### config.mk
export PLATFORM = sky130hd
export DESIGN_NAME = frame_draw_ctrl
export DESIGN_NICKNAME = d
export VERILOG_FILES = /design/src/rtl/frame_draw_ctrl.sv
export SDC_FILE = /design/constraint.sdc
export NUM_CORES = 1
export LEC_CHECK = 0
export ABC_AREA = 1
export CORE_AREA = 2 2 93 95
export CTS_CLUSTER_SIZE = 10
export DETAILED_ROUTE_END_ITERATION = 8
export DIE_AREA = 0 0 95 97
export DONT_BUFFER_PORTS = 1
export PLACE_DENSITY = 0.53
export SKIP_LAST_GASP = 1
export SLEW_MARGIN = 20
export SYNTH_ARGS = -nofsm -noshare
export SYNTH_HDL_FRONTEND = slang
export SYNTH_SLANG_ARGS = --single-unit
### constraint.sdc
create_clock -name clk -period 2.95 [get_ports clk]
set_input_delay 0.1475 -clock clk [delete_from_list [all_inputs] [get_ports clk]]
set_output_delay 0.1475 -clock clk [all_outputs]
set_load 0.1 [all_outputs]
### src/rtl/frame_draw_ctrl.sv
// frame_draw_ctrl: per-frame scheduler for the frame-buffer write port.
// Each frame runs the background, sprite and score engines in that order.
// Each stage can be enabled or skipped, and each has a watchdog. The active
// engine's write bus is muxed onto the single frame-buffer port. The frame
// ends with a buffer-swap handshake.
module frame_draw_ctrl #(
    parameter int               CNT_W   = 20,
    parameter logic [CNT_W-1:0] TIMEOUT = 20'd1000000
) (
    input  logic        clk,
    input  logic        rst,
    input  logic        frame_tick,
    input  logic [2:0]  stage_en,
    output logic        bg_start,
    output logic        spr_start,
    output logic        scr_start,
    input  logic        bg_done,
    input  logic        spr_done,
    input  logic        scr_done,
    input  logic        bg_we,
    input  logic        spr_we,
    input  logic        scr_we,
    input  logic [18:0] bg_addr,
    input  logic [18:0] spr_addr,
    input  logic [18:0] scr_addr,
    input  logic [31:0] bg_data,
    input  logic [31:0] spr_data,
    input  logic [31:0] scr_data,
    output logic        bg_rdy,
    output logic        spr_rdy,
    output logic        scr_rdy,
    output logic        fb_we,
    output logic [18:0] fb_addr,
    output logic [31:0] fb_data,
    input  logic        fb_rdy,
    output logic        swap_req,
    input  logic        swap_ack,
    output logic        busy,
    output logic [2:0]  timeout_err,
    output logic [7:0]  overrun_cnt
);

    typedef enum logic [2:0] {
        S_IDLE,
        S_BG_GO,
        S_BG_WAIT,
        S_SPR_GO,
        S_SPR_WAIT,
        S_SCR_GO,
        S_SCR_WAIT,
        S_SWAP
    } state_t;

    localparam logic [CNT_W-1:0] WD_ONE  = {{(CNT_W-1){1'b0}}, 1'b1};
    localparam logic [CNT_W-1:0] WD_LAST = TIMEOUT - WD_ONE;

    state_t           r_state;
    state_t           w_state_nxt;
    logic [2:0]       r_en_q;
    logic             r_pending;
    logic [CNT_W-1:0] r_wd;
    logic             w_wd_hit;
    logic             r_bg_start;
    logic             r_spr_start;
    logic             r_scr_start;
    logic             r_swap_req;
    logic             r_busy;
    logic [2:0]       r_timeout_err;
    logic [7:0]       r_overrun_cnt;

    // Lowest enabled stage in the mask; an empty mask goes straight to the swap.
    function automatic state_t first_go(input logic [2:0] en);
        if (en[0])      return S_BG_GO;
        else if (en[1]) return S_SPR_GO;
        else if (en[2]) return S_SCR_GO;
        else            return S_SWAP;
    endfunction

    // Next-state decision. A stage advances on its done pulse or on watchdog expiry.
    always_comb begin
        w_wd_hit    = (r_wd == WD_LAST);
        w_state_nxt = r_state;
        case (r_state)
            S_IDLE:     if (frame_tick || r_pending) w_state_nxt = first_go(stage_en);
            S_BG_GO:    w_state_nxt = S_BG_WAIT;
            S_BG_WAIT:  if (bg_done || w_wd_hit) w_state_nxt = first_go({r_en_q[2:1], 1'b0});
            S_SPR_GO:   w_state_nxt = S_SPR_WAIT;
            S_SPR_WAIT: if (spr_done || w_wd_hit) w_state_nxt = first_go({r_en_q[2], 2'b00});
            S_SCR_GO:   w_state_nxt = S_SCR_WAIT;
            S_SCR_WAIT: if (scr_done || w_wd_hit) w_state_nxt = S_SWAP;
            S_SWAP:     if (swap_ack) w_state_nxt = S_IDLE;
            default:    w_state_nxt = S_IDLE;
        endcase
    end

    // Sequencer state, registered outputs, watchdog, tick bookkeeping and error flags.
    always_ff @(posedge clk) begin
        if (rst) begin
            r_state       <= S_IDLE;
            r_en_q        <= 3'b000;
            r_pending     <= 1'b0;
            r_wd          <= '0;
            r_bg_start    <= 1'b0;
            r_spr_start   <= 1'b0;
            r_scr_start   <= 1'b0;
            r_swap_req    <= 1'b0;
            r_busy        <= 1'b0;
            r_timeout_err <= 3'b000;
            r_overrun_cnt <= 8'd0;
        end else begin
            r_state     <= w_state_nxt;
            // Outputs are decoded from the next state so they line up with the state register.
            r_busy      <= (w_state_nxt != S_IDLE);
            r_bg_start  <= (w_state_nxt == S_BG_GO);
            r_spr_start <= (w_state_nxt == S_SPR_GO);
            r_scr_start <= (w_state_nxt == S_SCR_GO);
            r_swap_req  <= (w_state_nxt == S_SWAP);

            case (r_state)
                S_BG_GO, S_SPR_GO, S_SCR_GO:       r_wd <= '0;
                S_BG_WAIT, S_SPR_WAIT, S_SCR_WAIT: r_wd <= r_wd + WD_ONE;
                default:                           r_wd <= r_wd;
            endcase

            if (r_state == S_BG_WAIT  && !bg_done  && w_wd_hit) r_timeout_err[0] <= 1'b1;
            if (r_state == S_SPR_WAIT && !spr_done && w_wd_hit) r_timeout_err[1] <= 1'b1;
            if (r_state == S_SCR_WAIT && !scr_done && w_wd_hit) r_timeout_err[2] <= 1'b1;

            if (r_state == S_IDLE) begin
                if (frame_tick || r_pending) begin
                    r_en_q    <= stage_en;
                    r_pending <= 1'b0;
                    // A fresh tick on top of a pending one is one frame lost.
                    if (frame_tick && r_pending && r_overrun_cnt != 8'hFF)
                        r_overrun_cnt <= r_overrun_cnt + 8'd1;
                end
            end else if (frame_tick) begin
                if (!r_pending)
                    r_pending <= 1'b1;
                else if (r_overrun_cnt != 8'hFF)
                    r_overrun_cnt <= r_overrun_cnt + 8'd1;
            end
        end
    end

    // Zero-latency write-port mux; only the engine in its WAIT state sees fb_rdy.
    always_comb begin
        fb_we   = 1'b0;
        fb_addr = 19'd0;
        fb_data = 32'd0;
        bg_rdy  = 1'b0;
        spr_rdy = 1'b0;
        scr_rdy = 1'b0;
        case (r_state)
            S_BG_WAIT: begin
                fb_we   = bg_we;
                fb_addr = bg_addr;
                fb_data = bg_data;
                bg_rdy  = fb_rdy;
            end
            S_SPR_WAIT: begin
                fb_we   = spr_we;
                fb_addr = spr_addr;
                fb_data = spr_data;
                spr_rdy = fb_rdy;
            end
            S_SCR_WAIT: begin
                fb_we   = scr_we;
                fb_addr = scr_addr;
                fb_data = scr_data;
                scr_rdy = fb_rdy;
            end
            default: begin
                fb_we   = 1'b0;
            end
        endcase
    end

    assign bg_start    = r_bg_start;
    assign spr_start   = r_spr_start;
    assign scr_start   = r_scr_start;
    assign swap_req    = r_swap_req;
    assign busy        = r_busy;
    assign timeout_err = r_timeout_err;
    assign overrun_cnt = r_overrun_cnt;

endmodule

==> metrics, run 1 <==
status=finished, final reports clean; via count=3782; Mapped Nets=approximately 700; most used routing layer=met2; Area Growth Syn to Fin=23.3%; syn avg cell area=5.80 sq um; placed insts=685; met3 Use GR=0.126; Clock Sinks=42; commonest non-fill, non-tap cells in the layout=nand2_1, buf_4, nand3_1; GR Util met1=0.349; port bufs=0; M2 GR Usage=0.390; DP HPWL=~11000 um; Vias/cell=around 5.4; Slew headroom=0.342; Max Root-Sink Buffers=2; crit path time final=2.41 ns; initial antenna violation count=10; Core Region=approximately 8100 sq um; final hold slack=0.0190 ns; largest net degree at the start of global routing=between 50 and 60; DR pass1 iterations=5; register area share after synthesis=0.271; GR Overflow Total=0; layout cell share with drive strength beyond 1=0.172; Setup Buffers After CTS=0; EDFF count, synth=0; Worst setup EP type=output pin; number of max-cap violations=0; Worst Hold Launch=rst; Cell Area, Synth=3100 sq um; count of final max-slew check failures=0; Worst Hold Class=primary input to register; 1st-iter DRT viols=~170; fin nets=757; synth top area cells=dfxtp_1, nand2_1, nand3_1; Register-to-Register Setup Slack=0.94 ns; Synth Register Bits=42; Clock Latency Late Sink=a little under 0.3 ns; RR Endpoint=swap_req; R2R depth=9; FFs w/ async S/R, synth=0; first-pass GRT wire length=between 15000 and 20000 um; synth unique cells=33; setup ws final=between 0.5 and 0.6 ns; Final Hold Fails=0; R2R Path Start=r_state[1]; Top FF cell, synth=dfxtp_1; gpl congestion=0.919; vias in the first global route=3500; Crit Path Class=register to output pin; # rows=33; crit-path max FO=40; final setup vio count=0; yosys warns=0; Clock Pin Slew Worst Setup and Hold Paths=0.08 ns; CP Launch Type=register; Worst Path Arrival=2.26 ns; clk root buf=clkbuf_8; CTS tree=yes; Die ar.=9220 sq um; Setup TNS Final=0 ns; worst-margin pin slew=0.985 ns; post-route insts no fill=700; most common cell after layout, fill and taps aside=nand2_1; Setup WS pre-CTS=between 0.8 and 0.9 ns; initial cell density of the core=0.381; die width=~95 um; Cells after Synth=534; f_max=416 MHz; area leader, netlist=dfxtp_1; Total GRT Usage=0.268; hold worst-path end=r_wd[8]; number of CTS-inserted buffers=5; chip height=97 um; Tcrit/Tclk final=0.816; drt drc=0; WL per Instance=around 18 um; clock skew=0.00350 ns; IO Count=238; share of the synthesized area in the top cell type=0.271; Detail Route Antenna Nets=0; number of H-tree levels=2; RSZ-0062 raised after global routing=false; Routed WL=12800 um; worst hold stages=3; required time of the worst setup path=2.80 ns
==> timing repair <==
| item | 4_1_cts | 5_1_grt |
|---|---|---|
| endpoints found under the hold margin | 14 | 0 |
| hold buffers | 1 | 0 |
| gates resized for setup | 0 | 0 |
==> final cells by class <==
cell class,instances,area (sq um)
Sequential cell,42,841
Tap cell,105,131
Clock buffer,6,82.6
Timing Repair Buffer,69,533
Antenna cell,7,17.5
Fill cell,851,4310
Inverter,53,199
Clock inverter,1,30.0
Multi-Input combinational cell,417,1990
==> cell usage after synthesis (2+ instances only) <==
cell      number
a211oi_1       4
a21oi_1       21
a221oi_1       2
a22oi_1       14
a31oi_1        2
buf_2          9
clkbuf_1      13
dfxtp_1       42
ha_1           2
inv_1         49
inv_2          3
nand2_1      208
nand2_2        4
nand3_1       61
nand3_2        4
nand4_1        7
nor2_1        40
nor2_4         2
nor3_1         8
nor3_2         6
nor4_1         3
o21a_1         3
o21ai_0       16
xor2_1         2
==> state kept, by name, summed over array words and instances, names as in the netlist <==
name	flops
busy	1
r_state	3
spr_start	1
bg_start	1
timeout_err	3
scr_start	1
swap_req	1
overrun_cnt	8
r_wd	20
r_pending	1
r_en_q	2
==> critical path: stages (launching register included) <==
cell	delay [ns]
dfxtp_1	0.38
nor2_1	0.17
nand2_1	0.13
inv_2	0.51
buf_4	0.30
nand2_1	0.07
nand3_1	0.10
buf_4	0.30
==> layer usage <==
metal | share of wire | wire (um) | up-vias
li1 | - | - | 1850
met1 | 0.41 | 5240 | 1714
met2 | 0.43 | 5460 | 181
met3 | 0.14 | 1730 | 27
met4 | 0.021 | 262 | 10
met5 | 0.0054 | 69 | -
==> per-stage QoR <==
step / util / instance area [sq um]
floorplan: - / 3100
global placement: 0.453 / 3680
detailed placement: 0.453 / 3680
CTS: 0.468 / 3800
global route: 0.468 / 3810
finish: 0.470 / 3820
==> how the worst max path moves through the flow <==
stage,start,cells after the start,slack [ns],to
after global routing,r_state[0],7,0.37,fb_addr[10]
final,r_state[0],7,0.54,fb_addr[10]
after detailed placement,r_state[0],7,0.87,fb_addr[10]
after global placement,r_state[0],7,0.93,fb_addr[9]
after CTS,r_state[0],7,0.54,fb_addr[10]
after floorplan,r_state[1],7,0.64,bg_rdy
==> kinds of logic after synthesis <==
kind of cell / share of synthesized area
AND/OR/NAND/NOR: 0.484
buffers and inverters: 0.0945
AO/OA/AOI/OAI: 0.136
flip-flops: 0.271
XOR/XNOR: 0.00566
adder cells (fa/ha/maj): 0.00808
Power of run 1 is left out: the tool's default activity adds up to more than one toggle a clock period on the data nets, which glitch-free logic cannot reach.
==> inputs of run 2 (changes only) <==
Settings changed: ABC_AREA 1 to 0, CORE_AREA 2 2 93 95 to 2 2 91 93, DIE_AREA 0 0 95 97 to 0 0 93 95, PLACE_DENSITY 0.53 to 0.58.
Clock period 2.95 ns to 2.4 ns, I/O delays scaled along.
==> metrics, run 2 <==
Slew headroom=0.346; fillers=about 710; cells along the critical path=ha_1, nand3_1, or4_4, or3_1, and3_4, nor4b_2; clk root buf=clkbuf_8; Cells after Synth=484; worst-margin pin slew=0.979 ns; Setup TNS Final=0 ns; Reg with most FFs=r_wd; first-pass GRT wire length=between 15000 and 20000 um; Synth top cells by count=nor2_1, a21oi_1, mux2i_1, dfxtp_1, clkbuf_1; initial antenna violation count=1; count leader, synth=nor2_1; CTS tree=yes; Compound-Gate Fraction of Synth Area=0.189; port bufs=0; yosys warns=0; Synth Register Bits=42; Routed WL=12000 um; critical path's largest stage delay=0.57 ns; via count=3705; largest family of logic cells by synthesized area=simple AND/OR/NAND/NOR gates; register area share after synthesis=0.251; status=finished, final reports clean; synth top area cells=dfxtp_1, mux2i_1, nor2_1; xor and xnor area share after synthesis=0.0183; Die ar.=roughly 8800 sq um; vias in the first global route=around 3500; layout cell share with drive strength beyond 1=0.295; Clock Sinks=42; CP Launch Type=register; Final Hold Fails=0; EDFF count, synth=0; Worst Hold Class=primary input to register; Worst setup EP type=register; initial cell density of the core=0.423; Max Root-Sink Buffers=2; gpl congestion=0.824; number of max-cap violations=0; Detail Route Antenna Nets=0; Clock Latency Late Sink=about 0.29 ns; Core Region=7930 sq um; 1st-iter DRT viols=246; syn avg cell area=6.92 sq um; final setup vio count=0; crit path max-delay cell type=or4_4; Mapped Nets=653; number of H-tree levels=2; chip height=95 um; adder-cell share of the synthesized area=0.00747; most common cell after layout, fill and taps aside=nor2_1; Util after Layout=0.615; GR Overflow Total=0; final hold slack=just over 0.008 ns; largest net degree at the start of global routing=52; Tcrit/Tclk final=0.933; mux share of post-synthesis cell area=0.178; area leader, netlist=dfxtp_1; Crit Path Class=register to register; crit path time final=2.24 ns; DR pass1 iterations=4; Setup Buffers After CTS=0; commonest non-fill, non-tap cells in the layout=nor2_1, a21oi_1, mux2i_1; RSZ-0062 raised after global routing=false; # rows=33; crit-path max FO=6; Area Growth Syn to Fin=45.6%; Top FF cell, synth=dfxtp_1; Largest register FFs=20; die width=93 um; WL per Instance=18.7 um; Vias/cell=about 5.8; required time of the worst setup path=roughly 2.6 ns; Worst Path Arrival=2.45 ns; Clock Pin Slew Worst Setup and Hold Paths=0.08 ns; clock skew=0.00561 ns; fin nets=between 700 and 800; count of final max-slew check failures=0; simple-gate portion of the synthesized area=0.307; DP HPWL=9480 um; Total GRT Usage=0.257; number of CTS-inserted buffers=5; f_max=446 MHz; drt drc=0; FFs w/ async S/R, synth=0; IO Count=238; synth unique cells=55; Cell Area, Synth=3350 sq um; share of the synthesized area in the top cell type=0.251
-- run 2: worst paths after layout --
check,from,end,slack (ns),cells after the start
max,r_wd[0],spr_start,0.16,6
min,rst,r_wd[19],0.008,2
max reg2reg,r_wd[0],spr_start,0.16,6
min reg2reg,r_wd[19],r_wd[19],0.47,1
-- run 2: what timing repair did --
item                                    in CTS  in global routing
hold buffers                                 3                  0
resized for setup                            0                  1
endpoints found under the setup margin       0                  1
hold endpoints to repair                    41                  0
-- run 2: layout make-up --
cell class / count / area [sq um] / area share
antenna: 1 / 2.50 / 0.000513
timing repair buffer: 78 / 1250 / 0.257
clock inverter: 3 / 40.0 / 0.00821
sequential: 42 / 850 / 0.174
multi-input combinational: 400 / 2510 / 0.514
tap: 105 / 131 / 0.0269
inverter: 7 / 26.3 / 0.00539
clock buffer: 5 / 68.8 / 0.0141
-- run 2: metal layers --
layer | global-route usage | part of all wire
met2 | 0.425 | 0.49
met3 | 0.0934 | 0.091
met5 | 0 | 0
met1 | 0.307 | 0.39
met4 | 0.0931 | 0.028
-- run 2: worst max-delay path: cells and delay by family (launching register included) --
| kind | cells | cell delay (ns) |
|---|---|---|
| fa+ha+maj | 1 | 0.21 |
| flops | 1 | 0.38 |
| simple gates | 5 | 1.58 |
-- run 2: logic make-up (layout without fill, tap and decap cells) --
| kind of cell | Yosys count | count (layout) |
|---|---|---|
| flip-flops | 42 | 42 |
| XOR/XNOR | 7 | 7 |
| adder cells (fa/ha/maj) | 2 | 2 |
| buffers and inverters | 42 | 93 |
| multiplexers | 59 | 59 |
| AO/OA/AOI/OAI | 108 | 108 |
| AND/OR/NAND/NOR | 224 | 224 |
| other | 0 | 1 |
-- run 2: per-stage QoR --
step                worst slack [ns]  instance area, sq um  instances
finish                         0.160                  4880        641
CTS                            0.173                  4870        640
global route                  0.0308                  4880        640
floorplan                     -0.130                  3490        484
detailed placement             0.208                  4730        629
global placement               0.291                  4730        629
Power of run 2 is left out for the same reason.
